File: config.mk
export PLATFORM = sky130hd
export DESIGN_NAME = mouse_stream_responder_flat
export DESIGN_NICKNAME = d
export VERILOG_FILES = /design/src/rtl/ps2_mouse_pkg.sv /design/src/rtl/mouse_stream_responder_if.sv /design/src/rtl/mouse_motion_acc.sv /design/src/rtl/mouse_stream_responder.sv /design/src/flat_wrapper.sv
export SDC_FILE = /design/constraint.sdc
export NUM_CORES = 1
export LEC_CHECK = 0
export CAP_MARGIN = 20
export CORE_ASPECT_RATIO = 1.4
export CORE_MARGIN = 4
export CORE_UTILIZATION = 41
export CTS_CLUSTER_SIZE = 8
export DETAILED_ROUTE_END_ITERATION = 12
export GPL_ROUTABILITY_DRIVEN = 1
export PLACE_DENSITY = 0.67
export SLEW_MARGIN = 40
export SYNTH_ARGS = -nofsm -noshare
export SYNTH_HDL_FRONTEND = slang
export SYNTH_HIERARCHICAL = 1
export SYNTH_SLANG_ARGS = --single-unit
export TNS_END_PERCENT = 5
File: constraint.sdc
create_clock -name clk -period 4.2 [get_ports clk]
set_input_delay 0.63 -clock clk [delete_from_list [all_inputs] [get_ports clk]]
set_output_delay 0.63 -clock clk [all_outputs]
set_load 0.01 [all_outputs]
File: src/rtl/ps2_mouse_pkg.sv
// Shared PS/2 mouse definitions: command/response bytes, FSM encoding, packet byte-0 layout.
// Used by the device-side stream responder and the host stream FSM alike.
package ps2_mouse_pkg;

  localparam logic [7:0] CMD_STREAM_ON  = 8'hF4;
  localparam logic [7:0] CMD_STREAM_OFF = 8'hF5;
  localparam logic [7:0] CMD_GET_ID     = 8'hF2;
  localparam logic [7:0] CMD_RESET      = 8'hFF;

  localparam logic [7:0] RSP_ACK     = 8'hFA;
  localparam logic [7:0] RSP_RESEND  = 8'hFE;
  localparam logic [7:0] RSP_BAT_OK  = 8'hAA;
  localparam logic [7:0] RSP_DEV_ID  = 8'h00;

  typedef enum logic [3:0] {
    ST_BAT, ST_BAT_W, ST_ID, ST_ID_W, ST_IDLE, ST_ACK, ST_ACK_W,
    ST_PK1, ST_PK1_W, ST_PK2, ST_PK2_W, ST_PK3, ST_PK3_W
  } state_t;

  localparam int B0_Y_OVF  = 7;
  localparam int B0_X_OVF  = 6;
  localparam int B0_Y_SIGN = 5;
  localparam int B0_X_SIGN = 4;
  localparam int B0_ONE    = 3;

  // Returns {overflow, sum} with the sum clamped to -256..+255.
  function automatic logic [9:0] sat_add9(input logic signed [8:0] a, input logic signed [8:0] b);
    logic signed [9:0] s;
    s = $signed({a[8], a}) + $signed({b[8], b});
    if (s > 10'sd255)
      return {1'b1, 9'h0FF};
    else if (s < -10'sd256)
      return {1'b1, 9'h100};
    else
      return {1'b0, s[8:0]};
  endfunction

endpackage

File: src/rtl/mouse_stream_responder_if.sv
// Byte receiver/transmitter handshake plus motion inputs of the mouse stream responder.
// master = host/emulation side driving commands and motion, slave = the responder.
interface mouse_stream_responder_if;
  logic [7:0]        rx_data;
  logic              rx_done_tick;
  logic              tx_done_tick;
  logic              move_valid;
  logic signed [8:0] dx;
  logic signed [8:0] dy;
  logic [2:0]        btn;
  logic              wr_ps2;
  logic [7:0]        tx_data;
  logic              stream_en;
  logic              package_sent_tick;

  modport master (
    output rx_data, rx_done_tick, tx_done_tick, move_valid, dx, dy, btn,
    input  wr_ps2, tx_data, stream_en, package_sent_tick
  );

  modport slave (
    input  rx_data, rx_done_tick, tx_done_tick, move_valid, dx, dy, btn,
    output wr_ps2, tx_data, stream_en, package_sent_tick
  );
endinterface

File: src/rtl/mouse_motion_acc.sv
// Saturating dx/dy accumulator pair with sticky overflow flags; clear zeroes both (snapshot or reset).
// One-cycle update; a move on the clear cycle lands in the freshly cleared sums.
module mouse_motion_acc
  import ps2_mouse_pkg::*;
(
  input  logic              clk,
  input  logic              rst_n,
  input  logic              en,
  input  logic              move_valid,
  input  logic signed [8:0] dx,
  input  logic signed [8:0] dy,
  input  logic              clear,
  output logic signed [8:0] acc_x,
  output logic signed [8:0] acc_y,
  output logic              x_ovf,
  output logic              y_ovf
);

  logic signed [8:0] base_x, base_y;
  logic              base_xo, base_yo;
  logic [9:0]        sum_x, sum_y;

  always_comb begin
    base_x  = clear ? '0   : acc_x;
    base_y  = clear ? '0   : acc_y;
    base_xo = clear ? 1'b0 : x_ovf;
    base_yo = clear ? 1'b0 : y_ovf;
    sum_x   = sat_add9(base_x, dx);
    sum_y   = sat_add9(base_y, dy);
  end

  always_ff @(posedge clk or negedge rst_n) begin
    if (!rst_n) begin
      acc_x <= '0;
      acc_y <= '0;
      x_ovf <= 1'b0;
      y_ovf <= 1'b0;
    end else if (en && move_valid) begin
      acc_x <= sum_x[8:0];
      acc_y <= sum_y[8:0];
      x_ovf <= base_xo | sum_x[9];
      y_ovf <= base_yo | sum_y[9];
    end else begin
      acc_x <= base_x;
      acc_y <= base_y;
      x_ovf <= base_xo;
      y_ovf <= base_yo;
    end
  end

endmodule

File: src/rtl/mouse_stream_responder.sv
// Device-side PS/2 mouse: answers host commands and streams 3-byte movement packets at the sample rate.
// wr_ps2 follows a send state by one cycle; each byte waits for tx_done_tick before the next is issued.
module mouse_stream_responder
  import ps2_mouse_pkg::*;
#(
  parameter int SAMPLE_DIV = 500000
)
(
  input  logic                      clk,
  input  logic                      rst_n,
  mouse_stream_responder_if.slave   bus
);

  localparam int              CW       = $clog2(SAMPLE_DIV);
  localparam logic [CW-1:0]   CNT_LAST = CW'(SAMPLE_DIV - 1);

  state_t            state, state_nx;
  logic [CW-1:0]     rate_cnt;
  logic              rate_tick;
  logic [7:0]        cmd, cmd_buf;
  logic              cmd_pend;
  logic [7:0]        pkt_b0, pkt_x, pkt_y;
  logic [2:0]        last_btn;
  logic signed [8:0] acc_x, acc_y;
  logic              x_ovf, y_ovf;
  logic              pending, in_pkt, cmd_hit, snap, clr;
  logic              wr_nx;
  logic [7:0]        tx_nx;

  always_ff @(posedge clk or negedge rst_n) begin
    if (!rst_n)         rate_cnt <= '0;
    else if (rate_tick) rate_cnt <= '0;
    else                rate_cnt <= rate_cnt + CW'(1);
  end

  assign rate_tick = (rate_cnt == CNT_LAST);
  assign pending   = (acc_x != '0) || (acc_y != '0) || x_ovf || y_ovf || (bus.btn != last_btn);
  assign in_pkt    = state inside {ST_PK1, ST_PK1_W, ST_PK2, ST_PK2_W, ST_PK3, ST_PK3_W};
  // A command during a packet (buffered or arriving now) truncates the packet after the current byte.
  assign cmd_hit   = in_pkt && (bus.rx_done_tick || cmd_pend);

  always_ff @(posedge clk or negedge rst_n) begin
    if (!rst_n) state <= ST_BAT;
    else        state <= state_nx;
  end

  always_comb begin
    state_nx = state;
    case (state)
      ST_BAT:   state_nx = ST_BAT_W;
      ST_BAT_W: if (bus.tx_done_tick) state_nx = ST_ID;
      ST_ID:    state_nx = ST_ID_W;
      ST_ID_W:  if (bus.tx_done_tick) state_nx = ST_IDLE;
      ST_IDLE: begin
        if (bus.rx_done_tick)                          state_nx = ST_ACK;
        else if (bus.stream_en && rate_tick && pending) state_nx = ST_PK1;
      end
      ST_ACK:   state_nx = ST_ACK_W;
      ST_ACK_W: begin
        if (bus.tx_done_tick) begin
          case (cmd)
            CMD_GET_ID: state_nx = ST_ID;
            CMD_RESET:  state_nx = ST_BAT;
            default:    state_nx = ST_IDLE;
          endcase
        end
      end
      ST_PK1:   state_nx = ST_PK1_W;
      ST_PK1_W: if (bus.tx_done_tick) state_nx = cmd_hit ? ST_ACK : ST_PK2;
      ST_PK2:   state_nx = ST_PK2_W;
      ST_PK2_W: if (bus.tx_done_tick) state_nx = cmd_hit ? ST_ACK : ST_PK3;
      ST_PK3:   state_nx = ST_PK3_W;
      ST_PK3_W: if (bus.tx_done_tick) state_nx = cmd_hit ? ST_ACK : ST_IDLE;
      default:  state_nx = ST_BAT;
    endcase
  end

  always_comb begin
    wr_nx = 1'b0;
    tx_nx = bus.tx_data;
    case (state)
      ST_BAT: begin wr_nx = 1'b1; tx_nx = RSP_BAT_OK; end
      ST_ID:  begin wr_nx = 1'b1; tx_nx = RSP_DEV_ID; end
      ST_ACK: begin
        wr_nx = 1'b1;
        tx_nx = (cmd inside {CMD_STREAM_ON, CMD_STREAM_OFF, CMD_GET_ID, CMD_RESET}) ? RSP_ACK : RSP_RESEND;
      end
      ST_PK1: begin wr_nx = 1'b1; tx_nx = pkt_b0; end
      ST_PK2: begin wr_nx = 1'b1; tx_nx = pkt_x;  end
      ST_PK3: begin wr_nx = 1'b1; tx_nx = pkt_y;  end
      default: ;
    endcase
    snap                  = (state == ST_IDLE) && (state_nx == ST_PK1);
    clr                   = (state == ST_ACK_W) && bus.tx_done_tick && (cmd == CMD_RESET);
    bus.package_sent_tick = (state == ST_PK3_W) && bus.tx_done_tick;
  end

  always_ff @(posedge clk or negedge rst_n) begin
    if (!rst_n) begin
      bus.wr_ps2    <= 1'b0;
      bus.tx_data   <= 8'h00;
      bus.stream_en <= 1'b0;
      cmd           <= 8'h00;
      cmd_buf       <= 8'h00;
      cmd_pend      <= 1'b0;
      pkt_b0        <= 8'h00;
      pkt_x         <= 8'h00;
      pkt_y         <= 8'h00;
      last_btn      <= 3'b000;
    end else begin
      bus.wr_ps2  <= wr_nx;
      bus.tx_data <= tx_nx;
      if (state == ST_ACK_W && bus.tx_done_tick) begin
        if (cmd == CMD_STREAM_ON)                                bus.stream_en <= 1'b1;
        else if (cmd == CMD_STREAM_OFF || cmd == CMD_RESET)      bus.stream_en <= 1'b0;
      end
      if (state_nx == ST_ACK) begin
        cmd      <= bus.rx_done_tick ? bus.rx_data : cmd_buf;
        cmd_pend <= 1'b0;
      end else if (in_pkt && bus.rx_done_tick) begin
        cmd_buf  <= bus.rx_data;
        cmd_pend <= 1'b1;
      end
      if (snap) begin
        pkt_b0   <= {y_ovf, x_ovf, acc_y[8], acc_x[8], 1'b1, bus.btn};
        pkt_x    <= acc_x[7:0];
        pkt_y    <= acc_y[7:0];
        last_btn <= bus.btn;
      end
    end
  end

  mouse_motion_acc u_acc (
    .clk        (clk),
    .rst_n      (rst_n),
    .en         (bus.stream_en && !clr),
    .move_valid (bus.move_valid),
    .dx         (bus.dx),
    .dy         (bus.dy),
    .clear      (snap || clr),
    .acc_x      (acc_x),
    .acc_y      (acc_y),
    .x_ovf      (x_ovf),
    .y_ovf      (y_ovf)
  );

endmodule

File: src/flat_wrapper.sv
// flat-port wrapper written by rule: the top's interface ports become plain ports
module mouse_stream_responder_flat import ps2_mouse_pkg::*;
#(
  parameter int SAMPLE_DIV = 500000
)
  (clk, rst_n, bus_rx_data, bus_rx_done_tick, bus_tx_done_tick, bus_move_valid, bus_dx, bus_dy, bus_btn, bus_wr_ps2, bus_tx_data, bus_stream_en, bus_package_sent_tick);
  mouse_stream_responder_if bus_i ();
  input  logic clk;
  input  logic rst_n;
  input wire logic [$bits(bus_i.rx_data)-1:0] bus_rx_data;
  input wire logic [$bits(bus_i.rx_done_tick)-1:0] bus_rx_done_tick;
  input wire logic [$bits(bus_i.tx_done_tick)-1:0] bus_tx_done_tick;
  input wire logic [$bits(bus_i.move_valid)-1:0] bus_move_valid;
  input wire logic [$bits(bus_i.dx)-1:0] bus_dx;
  input wire logic [$bits(bus_i.dy)-1:0] bus_dy;
  input wire logic [$bits(bus_i.btn)-1:0] bus_btn;
  output wire logic [$bits(bus_i.wr_ps2)-1:0] bus_wr_ps2;
  output wire logic [$bits(bus_i.tx_data)-1:0] bus_tx_data;
  output wire logic [$bits(bus_i.stream_en)-1:0] bus_stream_en;
  output wire logic [$bits(bus_i.package_sent_tick)-1:0] bus_package_sent_tick;
  assign bus_i.rx_data = bus_rx_data;
  assign bus_i.rx_done_tick = bus_rx_done_tick;
  assign bus_i.tx_done_tick = bus_tx_done_tick;
  assign bus_i.move_valid = bus_move_valid;
  assign bus_i.dx = bus_dx;
  assign bus_i.dy = bus_dy;
  assign bus_i.btn = bus_btn;
  assign bus_wr_ps2 = bus_i.wr_ps2;
  assign bus_tx_data = bus_i.tx_data;
  assign bus_stream_en = bus_i.stream_en;
  assign bus_package_sent_tick = bus_i.package_sent_tick;
  mouse_stream_responder #(.SAMPLE_DIV(SAMPLE_DIV)) u_core (.clk(clk), .rst_n(rst_n), .bus(bus_i));
endmodule
==> out/summary.txt, run 1 <==
full die area: 15500 um2
largest net degree at the start of global routing: 60
Compound-Gate Fraction of Synth Area: 17.6%
CP peak stage delay: 560 ps
commonest cells after routing, fill and taps aside: dfrtp_1 (94), clkdlybuf4s50_1 (43), buf_4 (43), mux2_2 (38), nor2_1 (37)
Simple-Gate Fraction of Synth Area: 16.4%
Mean Syn Cell Area: 10.2 um2
Slew Viols, Final: 0
cells on worst reg2reg path: 12
max FFs per register: 19
cell accounting for the most synthesized area: dfrtp_1
DRT Pass-1 Iters: 5
first-pass GRT wire length: 22.5 mm
vias in the first global route: 4630
num ports: 45
Synth Net Count: 600
Total GRT Usage: 17.7%
initial antenna violation count: 1
number of port buffers: 44
status: completed
worst slack, placed: -145 ps
Area contributors post-synth: dfrtp_1 (42%), mux2_2 (7.7%), ha_1 (4.3%)
Detail Route Antenna Nets: 0
Fin. Hold Viols: 0
CTS tree: done
Slew HR: 52.3%
GP Congestion: 0.866
register area share after synthesis: 42.3%
total CTS buffers: 9
main flop type after synthesis: dfrtp_1
Startpoint Class: flop
Post-Syn Instances: 545
worst-path cell chain: or4_4, nor4_4, a2111oi_4, o21bai_2, buf_4, nor2b_1, ha_1, a21o_1, a22o_1, a2111o_1, a41oi_2, o211ai_1
LEAKAGE: 3.03 nW
clock skew: 11.3 ps
clock-pin slew on the worst setup and hold paths: 70 ps
Fmax: 257 MHz
placed cell count: 790
asr flop ratio synth: 100%
yosys warns: 6
final setup TNS: 0 ps
drc violations: 0
Max Root-Sink Buffers: 2
Req. time, crit path: 4400 ps
post-synthesis adder-cell area fraction: 5.17%
1st-iter DRT viols: 174
most common cell after layout, fill and taps aside: dfrtp_1
clk_lat worst skew: 350 ps
XOR/XNOR Fraction of Synth Area: 4.25%
Hold Crit Class: in2async
CP Data Arrival Time: 4090 ps
Avg WL per Cell: 16.4 um
Worst-Margin Slew: 715 ps
min cycle time layout: 3890 ps
Detailed Place HPWL: 10.2 mm
Crit. End Element: flop
Post-synth EDFFs: 0
clock sinks: 94
Largest Register: u_core/rate_cnt
# nets final: 674
worst-path maximum fanout: 5
post-synth top area share: 42.3%
main combinational cell family by area after synthesis: compound AO/OA/AOI/OAI gates
Crit path buffers/inverters: 1
mux cell area share after synthesis: 11.4%
Die W: 106 um
Final WS setup: 313 ps
power density over cell area: 592 nW/um2
CTS root buffer: clkbuf_16
Cell Count, Final, Fillers Out: 807
H-Tree Level Count: 3
core outline area: 13300 um2
fin crit share: 92.5%
number of cells on the critical path: 12
Worst VDD drop: 0.229 mV
die height: 146 um
Setup-failing EPs final: 0
slowest CP cell: or4_4
share of cells above drive strength 1: 18.9%
area grow syn2layout: 21.6%
Top delay family on crit path: compound AO/OA/AOI/OAI gates
Crit Path Class: reg2reg
Initial Util: 41.7%
Top Registers: u_core/rate_cnt: 19 flops, u_core/u_acc/acc_x: 9 flops, u_core/u_acc/acc_y: 9 flops
drt via density: 5.53
Syn Std Cell Area: 5560 um2
unrepaired setup endpoints after global routing: no
Yosys reg bits: 94
total number of vias: 4462
Remaining Overflow, GRT: 0
Max-Cap Viols: 0
WL final: 13.3 mm
Yosys cell types: 69
layout filler cell count: 1221
# rows: 50
[cell usage after synthesis, types with 2 or more instances]
cell type and instances:
and4_1 5, nand2_1 35, dfrtp_1 94, mux2_2 38, nor4_1 8, nand4_1 4, o21bai_1 3, mux2i_1 10
and2_1 3, o21ai_0 23, xor2_1 15, inv_1 17, nand3_1 16, a21o_1 7, o221ai_2 2, a31oi_1 6
o21a_1 8, ha_1 19, a22o_1 3, a221oi_1 5, nand3b_1 2, o22ai_1 8, mux2_4 7, nor3_1 7
buf_1 4, nor2b_1 23, o221ai_1 3, a211o_1 4, a211oi_1 5, o311ai_0 2, xnor2_1 12, a21oi_1 21
or2_2 2, fa_1 2, a21boi_0 3, nand2b_1 9, nor2_1 37, o211ai_1 16, and3_1 7, nor4bb_1 2
clkbuf_1 17, or3_1 4
[kinds of logic after synthesis]
kind of cell	count (synthesis)
xor+xnor	27
compound gates	136
fa+ha+maj	22
flops	94
mux	55
buf+inv	41
simple gates	170
[power by group]
part	internal, mW	switching, mW	leakage (nW)	total, mW
clock	0.427	0.364	0.138	0.791
combinational	0.912	0.975	1.67	1.89
sequential	1.13	0.197	1.22	1.33
[metrics by stage]
step	utilization (%)	hold slack [ps]	instance area, um2	power (mW)
finish	50.8	335	6760	4.01
global route	50.8	402	6760	4.29
floorplan	-	334	5580	2.59
global placement	48.5	453	6470	3.18
CTS	50.7	367	6760	4.03
detailed placement	48.5	455	6470	3.22
[area by class of cell]
class	instances	area [um2]	share of cell area, %
tap	182	228	3.37
clock inverter	6	52.6	0.777
sequential	94	2350	34.8
timing repair buffer	86	753	11.1
antenna	1	2.50	0.0370
inverter	18	67.6	0.999
clock buffer	10	239	3.53
multi-input combinational	410	3070	45.4
[repair_timing]
item                                    CTS  global route
endpoints found under the setup margin    0            12
buffers inserted                          0             0
hold buffers                              0             0
gates resized for setup                   0             1
[path summary, 6_finish.rpt]
| path | startpoint | endpoint | slack [ps] |
|---|---|---|---|
| setup / recovery | u_core/u_acc/acc_x[1] | u_core/u_acc/acc_x[1] | 310 |
| hold / removal | rst_n | u_core/cmd[7] | 340 |
| setup reg to reg | u_core/u_acc/acc_x[1] | u_core/u_acc/acc_x[1] | 310 |
| hold reg to reg | u_core/pkt_b0[3] | u_core/pkt_b0[3] | 470 |
| max in group asynchronous | rst_n | u_core/pkt_x[1] | 2930 |
| min in group clk | u_core/pkt_b0[3] | u_core/pkt_b0[3] | 470 |
[routing by layer]
metal  GRT usage (%)  wire [um]
met5               0          0
met4            7.49        316
met3            2.84        426
met2            31.4       6930
met1            21.0       5590
Note: power is estimated with default switching activity, not from simulation.
==> inputs of run 2 (changes only) <==
--- a/config.mk
+++ b/config.mk
@@ -13,6 +13,7 @@
 export DETAILED_ROUTE_END_ITERATION = 12
 export GPL_ROUTABILITY_DRIVEN = 1
 export PLACE_DENSITY = 0.67
+export REMOVE_ABC_BUFFERS = 1
 export SLEW_MARGIN = 40
 export SYNTH_ARGS = -nofsm -noshare
 export SYNTH_HDL_FRONTEND = slang
==> run 2 against run 1 <==
Against the previous run: fmax is 1.3% lower; worst setup slack got worse by 50 ps; final cell count increased by 0.37%; critical path depth increased by 2; die area did not move; first-iteration DRC count decreased by 14%; clock skew shrank 3.3 ps; highest routed layer unchanged; register-to-register slack improved by 30 ps.
==> out/summary.txt, run 2 (synthesis gave the netlist of run 1 again) <==
status: completed
Detailed Place HPWL: 10.7 mm
post-layout util: 51.3%
Internal Power: 2.57 mW
1st-iter DRT viols: 149
share of cells above drive strength 1: 19.3%
clock sinks: 94
Max-Cap Viols: 0
total CTS buffers: 9
Crit Path Class: in2reg
fin crit share: 93.7%
WL final: 13.6 mm
LEAKAGE: 3.07 nW
worst-path maximum fanout: 6
max FFs per register: 19
drc violations: 0
clock group share of total power: 21.1%
Setup-failing EPs final: 0
Top Registers: u_core/rate_cnt: 19 flops, u_core/u_acc/acc_x: 9 flops, u_core/u_acc/acc_y: 9 flops
Req. time, crit path: 4450 ps
Remaining Overflow, GRT: 0
full die area: 15500 um2
total number of vias: 4444
Avg WL per Cell: 16.8 um
H-Tree Level Count: 3
Detail Route Antenna Nets: 0
Die W: 106 um
# rows: 50
Fin. Hold Viols: 0
NetSw: 1.54 mW
Initial Util: 41.7%
Total GRT Usage: 18.1%
initial antenna violation count: 0
Crit. End Element: flop
final instance area: 6830 um2
CP Data Arrival Time: 4190 ps
diode count: 0
Worst VDD drop: 0.278 mV
Slew Viols, Final: 0
core outline area: 13300 um2
Max Root-Sink Buffers: 2
number of port buffers: 44
largest net degree at the start of global routing: 67
sequential power share: 32.5%
Fmax: 254 MHz
GP Congestion: 0.915
unrepaired setup endpoints after global routing: yes
# nets final: 678
Fin Hold WS: 278 ps
clock-pin slew on the worst setup and hold paths: 70 ps
DRT Pass-1 Iters: 4
Slew HR: 57.1%
clk_lat worst skew: 340 ps
Largest Register: u_core/rate_cnt
Hold Buf Count CTS: 0
first-pass GRT wire length: 22.7 mm
area grow syn2layout: 22.9%
Hold Crit Class: in2async
num ports: 45
CTS root buffer: clkbuf_16
Startpoint Class: primary input
CTS tree: done
power density over cell area: 602 nW/um2
placed inst area: 6490 um2
vias in the first global route: 4587
die height: 146 um
combinational share of power: 46.4%
Sw Ratio: 37.4%
Worst-Margin Slew: 644 ps
commonest cells after routing, fill and taps aside: dfrtp_1 (94), buf_4 (46), clkdlybuf4s50_1 (43), mux2_2 (38), nor2_1 (37)
most common cell after layout, fill and taps aside: dfrtp_1
drt via density: 5.49
min cycle time layout: 3940 ps
clock skew: 7.96 ps
-- run 2: power groups by stage --
stage                     logic (mW)  registers (mW)  clock network, mW
after global routing            2.10            1.37              0.929
after CTS                       1.90            1.34              0.886
final                           1.91            1.34              0.867
after floorplan                 1.21            1.34                  0
after global placement          1.85            1.34                  0
after detailed placement        1.89            1.35                  0
-- run 2: routing by layer --
layer / up-vias / global-route usage [%] / share of wire (%)
li1: 2161 / - / -
met1: 2190 / 20.9 / 40
met5: - / 0 / 0
met2: 82 / 34.1 / 56
met4: 0 / 6.14 / 1.2
met3: 11 / 2.31 / 2.9
-- run 2: critical path, cell delays in order --
cell and delay [ps]:
clkdlybuf4s50_1 540, xor2_1 250, nor4_4 90, a2111oi_4 370, o21bai_1 230, nor2b_1 160
ha_1 230, fa_1 410, a211oi_2 310, nor2_1 110, o31ai_1 260, o221ai_2 200
buf_4 210, o211ai_1 180
-- run 2: area by class of cell --
cell class | count | area [um2]
timing repair buffer | 90 | 787
tap | 182 | 228
inverter | 18 | 67.6
multi-input combinational | 410 | 3080
clock buffer | 9 | 225
clock inverter | 7 | 96.3
sequential | 94 | 2350
fill | 1234 | 6490
-- run 2: worst paths after layout --
check	from	end	slack (ps)	cells after the start
min in group clk	u_core/pkt_b0[3]	u_core/pkt_b0[3]	490	1
max reg2reg	u_core/u_acc/acc_x[1]	u_core/u_acc/acc_x[3]	340	13
max in group asynchronous	rst_n	u_core/pkt_b0[5]	3100	2
min	rst_n	u_core/cmd_buf[4]	280	1
min reg2reg	u_core/pkt_b0[3]	u_core/pkt_b0[3]	490	1
max	bus_btn[2]	u_core/u_acc/acc_y[6]	260	14
-- run 2: per-stage QoR --
step           setup TNS, ps  setup WS (ps)  instances  power (mW)
4_1_cts                    0            149        810        4.13
5_1_grt                -8.13          -8.13        810        4.40
3_5_place_dp           -1300           -209        794        3.24
3_3_place_gp            -102          -33.8        794        3.19
6_report                   0            263        810        4.11
2_1_floorplan         -19740          -1160        522        2.55
-- run 2: repair_timing --
item / CTS / global route
endpoints found under the setup margin: 0 / 8
gates resized for setup: 0 / 4
buffers inserted: 0 / 0
==> inputs of run 3 (changes only) <==
--- a/config.mk
+++ b/config.mk
@@ -7,7 +7,7 @@
 export LEC_CHECK = 0
 export CAP_MARGIN = 20
 export CORE_ASPECT_RATIO = 1.4
-export CORE_MARGIN = 4
+export CORE_MARGIN = 2
 export CORE_UTILIZATION = 41
 export CTS_CLUSTER_SIZE = 8
 export DETAILED_ROUTE_END_ITERATION = 12
==> run 3 against run 2 <==
Against the previous run: fmax is 1.3% lower; power is 0.23% lower; die area shrank 6.4%; non-clock buffer count fell by 1; critical path depth is the same; highest routed layer unchanged.
==> out/summary.txt, run 3 (synthesis gave the netlist of run 1 again) <==
most common cell after layout, fill and taps aside: dfrtp_1
die height: 142 um
Largest Register: u_core/rate_cnt
Fin Hold WS: 288 ps
diode count: 0
Total GRT Usage: 19.3%
H-Tree Level Count: 3
area grow syn2layout: 23.1%
Final WS setup: 212 ps
Detail Route Antenna Nets: 0
Crit Path Class: in2reg
drt via density: 5.48
clock skew: 9.13 ps
DRT Pass-1 Iters: 6
Total Power: 4.10 mW
status: completed
R2R setup slack: 260 ps
Die W: 102 um
# rows: 50
number of port buffers: 44
Remaining Overflow, GRT: 0
worst slack, placed: -156 ps
largest net degree at the start of global routing: 73
clock sinks: 94
Worst setup startpoint: bus_btn[0]
Req. time, crit path: 4420 ps
Initial Util: 41.7%
worst r2r dst: u_core/u_acc/acc_y[0]
Avg WL per Cell: 16.2 um
Worst-Margin Slew: 658 ps
CP Data Arrival Time: 4210 ps
GP Congestion: 0.849
drc violations: 0
slowest CP cell: clkdlybuf4s50_1
Crit path buffers/inverters: 2
# nets final: 677
WL final: 13.1 mm
full die area: 14500 um2
RR Startpoint: u_core/state[1]
power density over cell area: 600 nW/um2
Startpoint Class: primary input
M3 GR Usage: 1.82%
vias in the first global route: 4715
Setup-failing EPs final: 0
Slew Viols, Final: 0
Top Registers: u_core/rate_cnt: 19 flops, u_core/u_acc/acc_x: 9 flops, u_core/u_acc/acc_y: 9 flops
GRT Max-Usage Layer: met2
total number of vias: 4430
worst-path cell chain: clkdlybuf4s50_1, xor2_1, nor4_4, a2111oi_4, o21bai_1, nor2b_1, ha_1, fa_1, a211oi_2, o21ai_1, o21a_1, o221ai_2, buf_4, o211ai_1
total CTS buffers: 9
num ports: 45
clk_lat worst skew: 340 ps
initial antenna violation count: 0
max FFs per register: 19
Max Root-Sink Buffers: 2
Max-Cap Viols: 0
first-pass GRT wire length: 22.3 mm
CTS tree: done
cells on worst reg2reg path: 12
Fmax: 251 MHz
min cycle time layout: 3990 ps
clock-pin slew on the worst setup and hold paths: 70 ps
Crit. End Element: flop
CTS root buffer: clkbuf_16
unrepaired setup endpoints after global routing: no
share of cells above drive strength 1: 19.6%
commonest cells after routing, fill and taps aside: dfrtp_1 (94), buf_4 (45), clkdlybuf4s50_1 (43), mux2_2 (38), nor2_1 (37)
Hold Crit Class: in2async
LEAKAGE: 3.05 nW
fin crit share: 94.9%
worst-path maximum fanout: 8
CP peak stage delay: 550 ps
1st-iter DRT viols: 104
Worst VDD drop: 0.260 mV
met1 Usage GRT: 22.6%
met2 GRT Util: 35.3%
Slew HR: 56.1%
Detailed Place HPWL: 10.1 mm
Fin. Hold Viols: 0
Top delay family on crit path: compound AO/OA/AOI/OAI gates
core outline area: 13300 um2
-- run 3: worst max-delay path by stage --
stage / to / slack [ps] / cells after the start
floorplan: u_core/u_acc/acc_y[3] / -1160 / 12
global placement: u_core/u_acc/acc_y[4] / -80 / 13
detailed placement: u_core/u_acc/acc_y[4] / -160 / 13
CTS: u_core/u_acc/acc_y[4] / 60 / 11
global route: u_core/u_acc/x_ovf / 20 / 15
finish: u_core/u_acc/acc_y[0] / 210 / 14
-- run 3: through the flow --
step | std cells | setup TNS, ps | instance area (um2) | utilization [%]
after CTS | 808 | 0 | 6800 | 51.0
final | 809 | 0 | 6840 | 51.4
after global placement | 792 | -164 | 6470 | 48.6
after global routing | 809 | 0 | 6840 | 51.4
after detailed placement | 792 | -569 | 6480 | 48.6
after floorplan | 522 | -19740 | 5470 | -
-- run 3: routing by layer --
layer  up-vias  routed length (um)
met4         0                 343
met5         -                   0
met2        78                7110
met3        20                 286
li1       2161                   -
met1      2171                5370
-- run 3: layout make-up --
| cell class | instances | area, um2 |
|---|---|---|
| clock buffer | 9 | 225 |
| tap | 182 | 228 |
| multi-input combinational | 410 | 3100 |
| fill | 1197 | 6480 |
| sequential | 94 | 2350 |
| inverter | 18 | 67.6 |
| clock inverter | 7 | 96.3 |
| timing repair buffer | 89 | 779 |
-- run 3: timing repair --
item,in CTS,in global routing
gates resized for setup,0,7
hold buffers,0,0
setup endpoints to repair,0,8
setup buffers,0,1
-- run 3: worst register-to-register path, stage by stage, from the launching register on --
cell and delay [ps]:
dfrtp_1 560, nor4bb_2 490, nand4_1 320, o21bai_1 340
nor2b_1 160, ha_1 240, fa_1 410, a211oi_2 320
o21ai_1 150, o21a_1 170, o221ai_2 390, buf_4 180
o211ai_1 70
-- run 3: power breakdown --
group          switching [mW]  leakage [nW]  internal (mW)
registers               0.211          1.22           1.13
logic                   0.969          1.68          0.923
clock network           0.349         0.148          0.522
total                    1.53          3.05           2.58
